<file path="src/rtl/serial_alu_seq_pkg.sv">
// Shared types for the bit-serial ALU sequencer: opcodes, FSM states and the
// default operand width.
package serial_alu_seq_pkg;

  localparam int WIDTH_DEF = 8;

  typedef enum logic [2:0] {
    OP_ADD  = 3'd0,
    OP_SUB  = 3'd1,
    OP_AND  = 3'd2,
    OP_OR   = 3'd3,
    OP_XOR  = 3'd4,
    OP_LOAD = 3'd5,
    OP_CLR  = 3'd6,
    OP_NOP  = 3'd7
  } op_t;

  typedef enum logic [1:0] {
    ST_IDLE = 2'd0,
    ST_RUN  = 2'd1,
    ST_DONE = 2'd2
  } state_t;

  function automatic logic op_is_arith(input op_t op);
    return (op == OP_ADD) || (op == OP_SUB);
  endfunction

endpackage

</file>
<file path="src/rtl/serial_alu_seq_if.sv">
// Control/data bundle between the serial ALU sequencer and its accumulator and
// requester. slave is the ALU side, master the environment side.
interface serial_alu_seq_if;
  logic       i_start;
  logic [2:0] i_op;
  logic       i_acc_bit;
  logic       i_mem_bit;
  logic       o_con_shift;
  logic       o_con_write;
  logic       o_result_bit;
  logic       o_busy;
  logic       o_done;
  logic       o_carry;
  logic       o_zero;

  modport slave (
    input  i_start, i_op, i_acc_bit, i_mem_bit,
    output o_con_shift, o_con_write, o_result_bit, o_busy, o_done, o_carry, o_zero
  );

  modport master (
    output i_start, i_op, i_acc_bit, i_mem_bit,
    input  o_con_shift, o_con_write, o_result_bit, o_busy, o_done, o_carry, o_zero
  );
endinterface

</file>
<file path="src/rtl/serial_full_adder.sv">
// One-bit full adder; the carry state is held by the caller.
module serial_full_adder (
  input  logic a,
  input  logic b,
  input  logic cin,
  output logic sum,
  output logic cout
);
  assign sum  = a ^ b ^ cin;
  assign cout = (a & b) | (a & cin) | (b & cin);
endmodule

</file>
<file path="src/rtl/serial_alu_seq.sv">
// Bit-serial ALU sequencer: streams WIDTH LSB-first bits of accumulator and
// operand through one full adder / logic slice, writing results back serially.
module serial_alu_seq
  import serial_alu_seq_pkg::*;
#(
  parameter int WIDTH = WIDTH_DEF
) (
  input  logic            i_clk,
  input  logic            i_rst,
  serial_alu_seq_if.slave bus
);

  localparam int CW = (WIDTH > 1) ? $clog2(WIDTH) : 1;
  localparam logic [CW-1:0] CNT_LAST = CW'(WIDTH - 1);

  state_t        state_r;
  op_t           op_r;
  logic [CW-1:0] cnt_r;
  logic          carry_r;
  logic          zero_trk_r;
  logic          con_shift_r;
  logic          con_write_r;
  logic          busy_r;
  logic          done_r;
  logic          carry_flag_r;
  logic          zero_flag_r;

  logic          b_eff_s;
  logic          sum_s;
  logic          cout_s;
  logic          slice_s;
  logic          result_bit_s;

  serial_full_adder u_fa (
    .a    (bus.i_acc_bit),
    .b    (b_eff_s),
    .cin  (carry_r),
    .sum  (sum_s),
    .cout (cout_s)
  );

  // Per-bit result slice; operand B is inverted for SUB (A + ~B + 1).
  always_comb begin
    b_eff_s = bus.i_mem_bit ^ (op_r == OP_SUB);
    case (op_r)
      OP_ADD, OP_SUB: slice_s = sum_s;
      OP_AND:         slice_s = bus.i_acc_bit & b_eff_s;
      OP_OR:          slice_s = bus.i_acc_bit | b_eff_s;
      OP_XOR:         slice_s = bus.i_acc_bit ^ b_eff_s;
      OP_LOAD:        slice_s = b_eff_s;
      default:        slice_s = 1'b0;
    endcase
    if (state_r == ST_RUN) begin
      result_bit_s = slice_s;
    end else begin
      result_bit_s = 1'b0;
    end
  end

  // Sequencer FSM with registered controls and flags.
  always_ff @(posedge i_clk or posedge i_rst) begin
    if (i_rst) begin
      state_r      <= ST_IDLE;
      op_r         <= OP_ADD;
      cnt_r        <= '0;
      carry_r      <= 1'b0;
      zero_trk_r   <= 1'b0;
      con_shift_r  <= 1'b0;
      con_write_r  <= 1'b0;
      busy_r       <= 1'b0;
      done_r       <= 1'b0;
      carry_flag_r <= 1'b0;
      zero_flag_r  <= 1'b0;
    end else begin
      case (state_r)
        ST_IDLE: begin
          done_r <= 1'b0;
          if (bus.i_start) begin
            if (op_t'(bus.i_op) == OP_NOP) begin
              state_r <= ST_DONE;
              done_r  <= 1'b1;
            end else begin
              state_r     <= ST_RUN;
              op_r        <= op_t'(bus.i_op);
              cnt_r       <= '0;
              carry_r     <= (op_t'(bus.i_op) == OP_SUB);
              zero_trk_r  <= 1'b0;
              busy_r      <= 1'b1;
              con_shift_r <= 1'b1;
              con_write_r <= (op_t'(bus.i_op) != OP_CLR);
            end
          end
        end
        ST_RUN: begin
          cnt_r      <= cnt_r + CW'(1);
          zero_trk_r <= zero_trk_r | result_bit_s;
          if (op_is_arith(op_r)) begin
            carry_r <= cout_s;
          end
          if (cnt_r == CNT_LAST) begin
            state_r      <= ST_DONE;
            busy_r       <= 1'b0;
            con_shift_r  <= 1'b0;
            con_write_r  <= 1'b0;
            done_r       <= 1'b1;
            carry_flag_r <= op_is_arith(op_r) ? cout_s : 1'b0;
            zero_flag_r  <= ~(zero_trk_r | result_bit_s);
          end
        end
        ST_DONE: begin
          state_r <= ST_IDLE;
          done_r  <= 1'b0;
        end
        default: begin
          state_r     <= ST_IDLE;
          busy_r      <= 1'b0;
          con_shift_r <= 1'b0;
          con_write_r <= 1'b0;
          done_r      <= 1'b0;
        end
      endcase
    end
  end

  assign bus.o_con_shift  = con_shift_r;
  assign bus.o_con_write  = con_write_r;
  assign bus.o_result_bit = result_bit_s;
  assign bus.o_busy       = busy_r;
  assign bus.o_done       = done_r;
  assign bus.o_carry      = carry_flag_r;
  assign bus.o_zero       = zero_flag_r;

endmodule

</file>
<file path="src/flat_wrapper.sv">
// flat-port wrapper written by rule: the top's interface ports become plain ports
module serial_alu_seq_flat import serial_alu_seq_pkg::*;
#(
  parameter int WIDTH = WIDTH_DEF
)
  (i_clk, i_rst, bus_i_start, bus_i_op, bus_i_acc_bit, bus_i_mem_bit, bus_o_con_shift, bus_o_con_write, bus_o_result_bit, bus_o_busy, bus_o_done, bus_o_carry, bus_o_zero);
  serial_alu_seq_if bus_i ();
  input  logic i_clk;
  input  logic i_rst;
  input wire logic [$bits(bus_i.i_start)-1:0] bus_i_start;
  input wire logic [$bits(bus_i.i_op)-1:0] bus_i_op;
  input wire logic [$bits(bus_i.i_acc_bit)-1:0] bus_i_acc_bit;
  input wire logic [$bits(bus_i.i_mem_bit)-1:0] bus_i_mem_bit;
  output wire logic [$bits(bus_i.o_con_shift)-1:0] bus_o_con_shift;
  output wire logic [$bits(bus_i.o_con_write)-1:0] bus_o_con_write;
  output wire logic [$bits(bus_i.o_result_bit)-1:0] bus_o_result_bit;
  output wire logic [$bits(bus_i.o_busy)-1:0] bus_o_busy;
  output wire logic [$bits(bus_i.o_done)-1:0] bus_o_done;
  output wire logic [$bits(bus_i.o_carry)-1:0] bus_o_carry;
  output wire logic [$bits(bus_i.o_zero)-1:0] bus_o_zero;
  assign bus_i.i_start = bus_i_start;
  assign bus_i.i_op = bus_i_op;
  assign bus_i.i_acc_bit = bus_i_acc_bit;
  assign bus_i.i_mem_bit = bus_i_mem_bit;
  assign bus_o_con_shift = bus_i.o_con_shift;
  assign bus_o_con_write = bus_i.o_con_write;
  assign bus_o_result_bit = bus_i.o_result_bit;
  assign bus_o_busy = bus_i.o_busy;
  assign bus_o_done = bus_i.o_done;
  assign bus_o_carry = bus_i.o_carry;
  assign bus_o_zero = bus_i.o_zero;
  serial_alu_seq #(.WIDTH(WIDTH)) u_core (.i_clk(i_clk), .i_rst(i_rst), .bus(bus_i));
endmodule
</file>
<file path="config.mk">
export PLATFORM = sky130hd
export DESIGN_NAME = serial_alu_seq_flat
export DESIGN_NICKNAME = d
export VERILOG_FILES = /design/src/rtl/serial_alu_seq_pkg.sv /design/src/rtl/serial_alu_seq_if.sv /design/src/rtl/serial_full_adder.sv /design/src/rtl/serial_alu_seq.sv /design/src/flat_wrapper.sv
export SDC_FILE = /design/constraint.sdc
export NUM_CORES = 1
export LEC_CHECK = 0
export ABC_AREA = 1
export CORE_MARGIN = 1
export CORE_UTILIZATION = 45
export DETAILED_ROUTE_END_ITERATION = 12
export GPL_TIMING_DRIVEN = 0
export PLACE_DENSITY = 0.78
export SKIP_LAST_GASP = 1
export SYNTH_ARGS = -nofsm -noshare
export SYNTH_HDL_FRONTEND = slang
export SYNTH_SLANG_ARGS = --single-unit
export TNS_END_PERCENT = 20
</file>
<file path="constraint.sdc">
create_clock -name i_clk -period 1.9 [get_ports i_clk]
set_input_delay 0.38 -clock i_clk [delete_from_list [all_inputs] [get_ports i_clk]]
set_output_delay 0.38 -clock i_clk [all_outputs]
set_load 0.05 [all_outputs]
</file>
Yosys cells after proc, flatten, opt, wreduce, memory -nomap -nowiden:

Cells that the tools add are included.

* input port bits: 8
* logic and storage cells: 78
* output and inout bits: 7
* flip-flop bits (word level): 15

* eq/ne operators: 15
* mux-type cells: 28
* bitwise gates (word level): 13
* reductions and logical operators: 11
* add/subtract/negate cells: 1

Operators with widths (number)
* $mux W1: 15
* $eq A3 B3 Y1 const B: 4
* $ne A2 B2 Y1 const B: 4
* $reduce_and A4 Y1: 2
* $eq A3 B1 Y1 const B: 2
* $eq A3 B2 Y1 const B: 2
* $mux W2: 3
* $mux W3: 2
* $pmux W1 S2: 3
* $pmux W1 S3: 2
* $pmux W3 S2: 1
* $reduce_and A3 Y1: 2
* $pmux W1 S5: 1
* $or A1 B1 Y1: 4
* $pmux W2 S2: 1
* $reduce_and A2 Y1: 2
* $add A3 B1 Y3 const B: 1
* $and A1 B1 Y1: 3
* $logic_not A3 Y1: 1
* $ne A3 B3 Y1 const B: 1
* $not A1 Y1: 3
* $xor A1 B1 Y1: 3
* $eq A2 B1 Y1 const B: 1
* $eq A2 B2 Y1 const B: 1
* other kinds (4): 4

Depth between registers and ports, before layout:

Gate-level depths: netlist of run 1.

* depth after elaboration: 8
* depth in mapped cells: 12
* depth with buffers taken out: 12

Cells and area by module:

Synthesis of run 1 repeated with hierarchy kept, for this count alone.

* cell total of the unflattened synthesis: 105
* area total of the unflattened synthesis: 865.8 um^2

By module, submodules not included
* serial_alu_seq: area an instance 845.8 um^2, cells an instance 104, instances 1, seq. area each 375.4 um^2
* serial_full_adder: area an instance 20.0 um^2, cells an instance 1, instances 1, seq. area each 0.0 um^2

Worst setup path after synthesis of run 1:

No wires, ideal clock.

* kind: register to output
* start point: register u_core.op_r[1]
* end point: output bus_o_result_bit
* setup slack: -0.251 ns
* arrival time: 1.771 ns
* buffers on the path: 0
* cell stages (with the launch flop): 10
* data required time: 1.520 ns
* cell sequence: dfrtp_1 > inv_1 > nand3_1 > xor2_1 > fa_1 > inv_1 > nand2_1 > nand3_1 > nand2_1 > inv_1

* cells in the longest elaborated chain, start to end: 6
* elaborated cells between the ends (all ways): 14
* those cells by class: eq/ne: 5; mux: 2; bitwise: 5; reduce/logical: 2

RTL lines
* start, declared: line serial_alu_seq.sv:17 `op_t op_r;`
* start signal, assigned: line serial_alu_seq.sv:84 `op_r <= op_t'(bus.i_op);`
* $eq A3 B1 Y1: line serial_alu_seq.sv:44, serial_alu_seq.sv:45
* $xor A1 B1 Y1: line serial_alu_seq.sv:44 `b_eff_s = bus.i_mem_bit ^ (op_r == OP_SUB);`
* $xor A1 B1 Y1: line serial_full_adder.sv:9, serial_alu_seq.sv:49
* $xor A1 B1 Y1: line serial_full_adder.sv:9 `assign sum = a ^ b ^ cin;`
* $pmux W1 S5 (*): line serial_alu_seq.sv:45 `case (op_r)`
* $mux W1 (*): line serial_alu_seq.sv:53 `if (state_r == ST_RUN) begin`
* end, declared: line flat_wrapper.sv:16 `output wire logic [$bits(bus_i.o_result_bit)-1:0] bus_o_result_bit;`

Mark *: on every way between the ends. The rest lies on a longest branch, timed or not.

Final worst setup path of run 1:

* start point: register u_core.op_r[2]
* end point: output bus_o_result_bit

The elaborated chain is that of the path after synthesis.

==> qor.csv, run 1 <==
stage;metric;value;unit
outcome;outcome;complete, but fails checks;
outcome;violations;setup timing;
final_layout;utilization;0.664;
power;power_switching;0.000917;W
sta;tightest_slew;0.547;ns
power;power_density;1670;mW/mm2
synthesis;synth_xor_xnor_area_share;0.0103;
synthesis;synth_compound_area_frac;0.133;
routing;first_pass_iters;6;
final_layout;multi_input_area;420;um2
sta;setup_ws;-0.507;ns
routing;ant_nets;0;
worst_hold_path;min_path_type;in -> async;
placed_design;dp_slack;-1.22;ns
sta;fin_crit_sh;1.27;
setup_path;worst-path-buf-inv;4;
clock_network;clk_pin_slew;0.09;ns
synthesis;synth_fa_ha_area_frac;0.0825;
synthesis;syn_inst;95;
clock_network;cts_tree;yes;
floorplanning;die_y;45.5;um
synthesis;synth_top_family_by_area;simple AND/OR/NAND/NOR gates;
sta;fmax;416;MHz
synthesis;synth_area;850;um2
routing;vias_per_cell;5.18;
setup_path;start_kind;flop;
routing;via_count;757;
synthesis;yosys_register_bits;15;
setup_path;cp_max_fo;3;
floorplanning;ios;15;
clock_network;cts_hold_buf;0;
setup_path;cp_data_arrival_time;2.03;ns
global_routing;grt_pass1_vias;722;
final_layout;final_cell_mix;inv_1 (16), dfrtp_1 (14), clkdlybuf4s50_1 (12), nand2_1 (11), buf_4 (9);
clock_network;htreeDepth;1;
final_layout;fill_cells;141;
floorplanning;dieArea;0.00207;mm2
floorplanning;start_util;0.487;
floorplanning;die_w;45.5;um
synthesis;synthMuxAreaShare;0;
setup_path;path_delay_family;adder cells;
routing;drt-total-wl;1.85;mm
floorplanning;num_rows;15;
global_routing;grt_start_max_net_pins;16;
sta;slew_headroom;0.635;
final_layout;syn_to_final_growth;36.4;%
sta;fin_worst_skew;0.00217;ns
synthesis;synth_cell_types;24;
placed_design;io_buffers;14;
power;p_seq_frac;0.287;
power;vdd_drop_max;0.897;mV
power;p_leak;0.590;nW
setup_path;critPathMaxStageDelay;0.48;ns
final_layout;drive_above_1_share;0.281;
global_routing;overflow;0;
power;combinationalPowerShare;0.620;
placed_design;gp_congestion;0.833;
global_routing;grtUsageTotal;0.208;
sta;finalCriticalPeriod;2.41;ns
final_layout;fin_nets;135;
sta;timing.hold.ws;0.430;ns
global_routing;grt_first_pass_wirelength;2.99;mm
final_layout;antennaDiodeCount;0;
setup_path;crit_type;reg -> out;
clock_network;ctsLongestPathBuffers;2;
sta;final_max_slew_viol_count;0;
clock_network;clockRootBuffer;clkbuf_4;
sta;setup_viol;2;
synthesis;synth_area_per_cell;8.94;um2
setup_path;r2r_start;u_core.op_r[2];
clock_network;clkSinkCount;15;
setup_path;critPathSlowestCell;fa_1;
power;power.internal;0.00102;W
setup_path;cp_cell_sequence;inv_2 -> nand3_4 -> xor2_4 -> fa_1 -> inv_1 -> nand2_2 -> nand3_2 -> nand2_2 -> clkinvlp_4 -> buf_8;
setup_path;worstSetupEndpointType;output port;
final_layout;seq_area;377;um2
routing;drtIter0Drc;15;
power;p_clk_frac;0.093;
synthesis;seq_area_frac_synth;0.442;
synthesis;synthSimpleGateAreaFrac;0.221;
setup_path;worstPathRequired;1.52;ns
job;maxCapViolations;0;
global_routing;antenna_found_initial;0;
sta;rsz0062_at_grt;true;
placed_design;hpwl;1.27;mm
floorplanning;core-area;0.00175;mm2
routing;wl_per_cell;12.7;um
final_layout;final_common_cell;inv_1;
power;p_sw_frac;0.473;
sta;hold_viol;0;
setup_path;critPathLaunch;u_core.op_r[2];
routing;route.detailed.drc;0;
synthesis;synth_warnings;0;
setup_path;cp_common_cell;nand2_2;
clock_network;cts_buffers;3;
clock_network;clk_latency;0.28;ns
synthesis;synth_nets;108;
-- sequential cells by signal (all words and copies together), names as in the netlist --
signal,count
u_core.bus.o_carry,1
u_core.bus.o_con_shift,1
u_core.bus.o_con_write,1
u_core.bus.o_done,1
u_core.bus.o_zero,1
u_core.carry_r,1
u_core.cnt_r,3
u_core.op_r,3
u_core.state_r,2
u_core.zero_trk_r,1
-- worst reg2reg max path, delay by kind of cell (launching register included) --
family                   cells  cell delay (ns)
buffers and inverters        3             0.32
XOR/XNOR                     1             0.18
adder cells (fa/ha/maj)      1             0.43
AND/OR/NAND/NOR              6             0.39
flip-flops                   1             0.40
-- path summary, 6_finish.rpt --
check	to	slack (ns)	cells past startpoint
setup / recovery	bus_o_result_bit	-0.51	10
max in group asynchronous	u_core.op_r[0]	1.08	2
min in group i_clk	u_core.cnt_r[0]	0.48	1
hold reg to reg	u_core.cnt_r[0]	0.48	1
setup reg to reg	u_core.bus.o_zero	0.07	11
hold / removal	u_core.state_r[0]	0.43	2
-- timing repair --
| item | CTS | global route |
|---|---|---|
| hold endpoints to repair | 0 | 0 |
| pin swaps | 4 | 2 |
| buffers inserted | 5 | 3 |
| resized for setup | 9 | 5 |
| endpoints found under the setup margin | 2 | 4 |
-- layout make-up --
cell class / count / area share
timing repair buffer: 22 / 0.176
clock buffer: 3 / 0.0194
clock inverter: 1 / 0.00432
inverter: 22 / 0.0788
tap: 25 / 0.0270
multi-input combinational: 57 / 0.363
buffer: 1 / 0.00648
sequential: 15 / 0.325
-- layer usage --
metal / global-route usage / vias to the layer above / part of all wire
met5: 0 / - / 0
met4: 0.103 / 0 / 0.0076
met3: 0.0476 / 4 / 0.052
met2: 0.354 / 30 / 0.54
met1: 0.245 / 363 / 0.40
li1: - / 360 / -
-- power groups by stage --
stage	sequential (W)	clock, W	combinational (W)
finish	0.000557	0.000180	0.00120
global route	0.000571	0.000203	0.00130
CTS	0.000549	0.000185	0.00111
detailed placement	0.000559	0	0.000991
global placement	0.000550	0	0.000965
floorplan	0.000673	0	0.000623
-- cell families (layout without fill, tap and decap cells) --
family	after synthesis	in the layout
AND/OR/NAND/NOR	34	34
XOR/XNOR	1	1
adder cells (fa/ha/maj)	5	5
buffers and inverters	23	49
flip-flops	15	15
AO/OA/AOI/OAI	17	17
-- synthesized netlist by cell type --
| cell type | count | area [um2] |
|---|---|---|
| nand3_1 | 6 | 30.0 |
| inv_1 | 19 | 71.3 |
| o21ai_1 | 1 | 5.00 |
| a22o_1 | 2 | 17.5 |
| clkinv_4 | 1 | 8.76 |
| nand4_1 | 1 | 6.26 |
| a32o_1 | 1 | 10.0 |
| o21ai_2 | 1 | 8.76 |
| buf_4 | 1 | 7.51 |
| nand3_4 | 1 | 17.5 |
| o22ai_2 | 1 | 12.5 |
| nand2_4 | 3 | 33.8 |
| nor2_1 | 7 | 26.3 |
| inv_2 | 2 | 7.51 |
| dfrtp_1 | 15 | 375 |
| ha_1 | 4 | 50.1 |
| nand2_1 | 13 | 48.8 |
| a41oi_1 | 1 | 8.76 |
| nor3_1 | 1 | 5.00 |
| nand3_2 | 2 | 20.0 |
| fa_1 | 1 | 20.0 |
| o21ai_0 | 4 | 20.0 |
| xor2_1 | 1 | 8.76 |
| a21oi_1 | 6 | 30.0 |
-- metrics by stage --
step / std cells / setup TNS [ns] / power (W) / cell area (um2)
after global routing: 146 / -0.723 / 0.00208 / 1160
after detailed placement: 134 / -1.68 / 0.00155 / 1040
after global placement: 134 / -1.54 / 0.00151 / 1040
final: 146 / -0.527 / 0.00194 / 1160
after floorplan: 95 / -0.150 / 0.00130 / 868
after CTS: 143 / -0.548 / 0.00184 / 1110
Note: power is estimated with default switching activity, not from simulation.
==> run 2, diff against run 1 <==
Settings changed: CORE_UTILIZATION 45 to 50, PLACE_DENSITY 0.78 to 0.81.
Clock period 1.9 ns to 2.95 ns, I/O delays scaled along.
==> qor.csv, run 2 (same netlist as run 1, synthesis figures left out) <==
stage;metric;value;unit;change
outcome;outcome;complete, no violations;;
setup_path;reg2reg_slack;1.13;ns;+1.06 ns
clock_network;clkSinkCount;15;;unchanged
clock_network;clk_pin_slew;0.08;ns;about the same
final_layout;finish.instance_area;0.00105;mm2;-9.6%
setup_path;worstPathRequired;2.36;ns;+0.84 ns
sta;final_max_slew_viol_count;0;;unchanged
routing;via_count;656;;-13%
power;power_density;1040;mW/mm2;-38%
placed_design;gp_congestion;0.761;;-8.7%
final_layout;largestRegisters;u_core.cnt_r (3), u_core.op_r (3), u_core.state_r (2);;
routing;wl_per_cell;11.2;um;-11%
placed_design;place_area;0.00101;mm2;-2.9%
routing;route.detailed.drc;0;;unchanged
final_layout;final_cell_mix;inv_1 (19), dfrtp_1 (15), nand2_1 (13), clkdlybuf4s50_1 (12), nor2_1 (7);;
sta;fin_worst_skew;0.00278;ns;+0.000606 ns
setup_path;critPathSlowestCell;fa_1;;
sta;tightest_slew;0.546;ns;-0.000754 ns
final_layout;final_common_cell;inv_1;;
routing;ant_nets;0;;unchanged
job;maxCapViolations;0;;unchanged
power;vdd_drop_max;0.561;mV;-37%
clock_network;htreeDepth;1;;unchanged
setup_path;cp_cell_sequence;clkdlybuf4s50_1 -> inv_1 -> fa_1 -> inv_1 -> nand2_1 -> nand3_1 -> nand2_1 -> inv_1 -> buf_6;;
clock_network;cts_hold_buf;0;;unchanged
power;p_clk_frac;0.107;;+0.014
clock_network;ctsLongestPathBuffers;2;;unchanged
sta;fmax;366;MHz;
clock_network;clockRootBuffer;clkbuf_4;;
power;p_seq_frac;0.324;;+0.037
setup_path;cp_common_cell;inv_1;;
setup_path;start_kind;primary input;;
floorplanning;die_w;43.2;um;-4.9%
clock_network;postCtsSetupRepairBufs;0;;-5
floorplanning;die_y;43.2;um;-4.9%
sta;hold_viol;0;;unchanged
final_layout;drive_above_1_share;0.150;;-0.131
global_routing;grt_start_max_net_pins;16;;unchanged
final_layout;fill_cells;121;;-14%
clock_network;cts_buffers;3;;unchanged
sta;slew_headroom;0.636;;about the same
placed_design;io_buffers;14;;unchanged
final_layout;utilization;0.679;;+0.0156
clock_network;cts_tree;yes;;
sta;rsz0062_at_grt;false;;
power;p_leak;0.558;nW;-5.4%
global_routing;grt_pass1_vias;651;;-9.8%
placed_design;hpwl;1.18;mm;-7.4%
final_layout;syn_to_final_growth;23.3;%;
routing;vias_per_cell;5.09;;-1.9%
power;power.internal;0.000570;W;-44%
clock_network;clk_latency;0.28;ns;about the same
final_layout;antennaDiodeCount;0;;unchanged
final_layout;fin_nets;127;;-5.9%
sta;finalCriticalPeriod;2.73;ns;
power;power_switching;0.000517;W;-44%
power;power.total;0.00109;W;-44%
final_layout;multi_input_area;387;um2;-8.0%
global_routing;antenna_found_initial;0;;unchanged
floorplanning;start_util;0.551;;+0.0644
sta;setup_ws;0.219;ns;+0.726 ns
floorplanning;core-area;0.00154;mm2;-12%
routing;first_pass_iters;4;;-2
setup_path;crit_type;in -> out;;
sta;setup_viol;0;;-2
global_routing;grtUsageTotal;0.192;;-0.0159
setup_path;worstSetupEndpointType;output port;;
global_routing;grt_first_pass_wirelength;2.61;mm;-13%
floorplanning;ios;15;;unchanged
setup_path;cp_max_fo;3;;unchanged
global_routing;overflow;0;;unchanged
setup_path;critPathMaxStageDelay;0.53;ns;+0.05 ns
placed_design;dp_slack;-0.594;ns;+0.622 ns
floorplanning;dieArea;0.00187;mm2;-9.6%
routing;drtIter0Drc;16;;+1
final_layout;seq_area;375;um2;-0.33%
power;p_sw_frac;0.475;;+0.00261
sta;timing.hold.ws;0.488;ns;+0.0580 ns
setup_path;cp_data_arrival_time;2.14;ns;+0.11 ns
sta;fin_crit_sh;0.926;;
worst_hold_path;min_path_type;reg -> reg;;
floorplanning;num_rows;14;;-1
power;combinationalPowerShare;0.569;;-0.051
routing;drt-total-wl;1.45;mm;-22%
## run 2: cell count changes in the layout (fill, tap and decap cells not counted), moves of 2 or more
cell / change
buf_4: -8
inv_1: +3
inv_2: -2
nand2_1: +2
nand2_2: -2
nand3_1: +2
## run 2: metal layers
layer	up-vias	track usage	part of all wire
met5	-	0	0
met4	0	0.109	0.027
met3	5	0.0255	0.026
met2	12	0.319	0.51
met1	301	0.237	0.44
li1	338	-	-
## run 2: path summary, 6_finish.rpt
check | from | to | cells past startpoint
min reg2reg | u_core.cnt_r[0] | u_core.cnt_r[0] | 1
min in group asynchronous | i_rst | u_core.state_r[0] | 2
max in group asynchronous | i_rst | u_core.bus.o_zero | 2
max | bus_i_acc_bit | bus_o_result_bit | 9
max reg2reg | u_core.op_r[1] | u_core.bus.o_zero | 10
min | u_core.cnt_r[0] | u_core.cnt_r[0] | 1
## run 2: cell type report
| cell class | instances | area share |
|---|---|---|
| buffer | 1 | 0.00717 |
| sequential | 15 | 0.358 |
| inverter | 22 | 0.0836 |
| tap | 16 | 0.0191 |
| clock buffer | 4 | 0.0251 |
| multi-input combinational | 57 | 0.369 |
| timing repair buffer | 14 | 0.137 |
## run 2: through the flow
step                instances  TNS [ns]
floorplan                  95         0
global placement          125    -0.584
detailed placement        125    -0.594
CTS                       129         0
global route              129         0
finish                    129         0
## run 2: power groups by stage
stage / registers (W) / clock network (W) / logic (W)
6_report: 0.000352 / 0.000116 / 0.000618
5_1_grt: 0.000363 / 0.000123 / 0.000685
4_1_cts: 0.000352 / 0.000118 / 0.000613
3_5_place_dp: 0.000357 / 0 / 0.000613
3_3_place_gp: 0.000350 / 0 / 0.000600
2_1_floorplan: 0.000430 / 0 / 0.000381
## run 2: repair_timing
item | in CTS | in global routing
resized for setup | 6 | 4
pin swaps | 0 | 1
setup endpoints to repair | 1 | 1
## run 2: worst max-delay path, delay by kind of cell
kind          cells  cell delay, ns
buf+inv           5            0.81
simple gates      3            0.22
fa+ha+maj         1            0.53
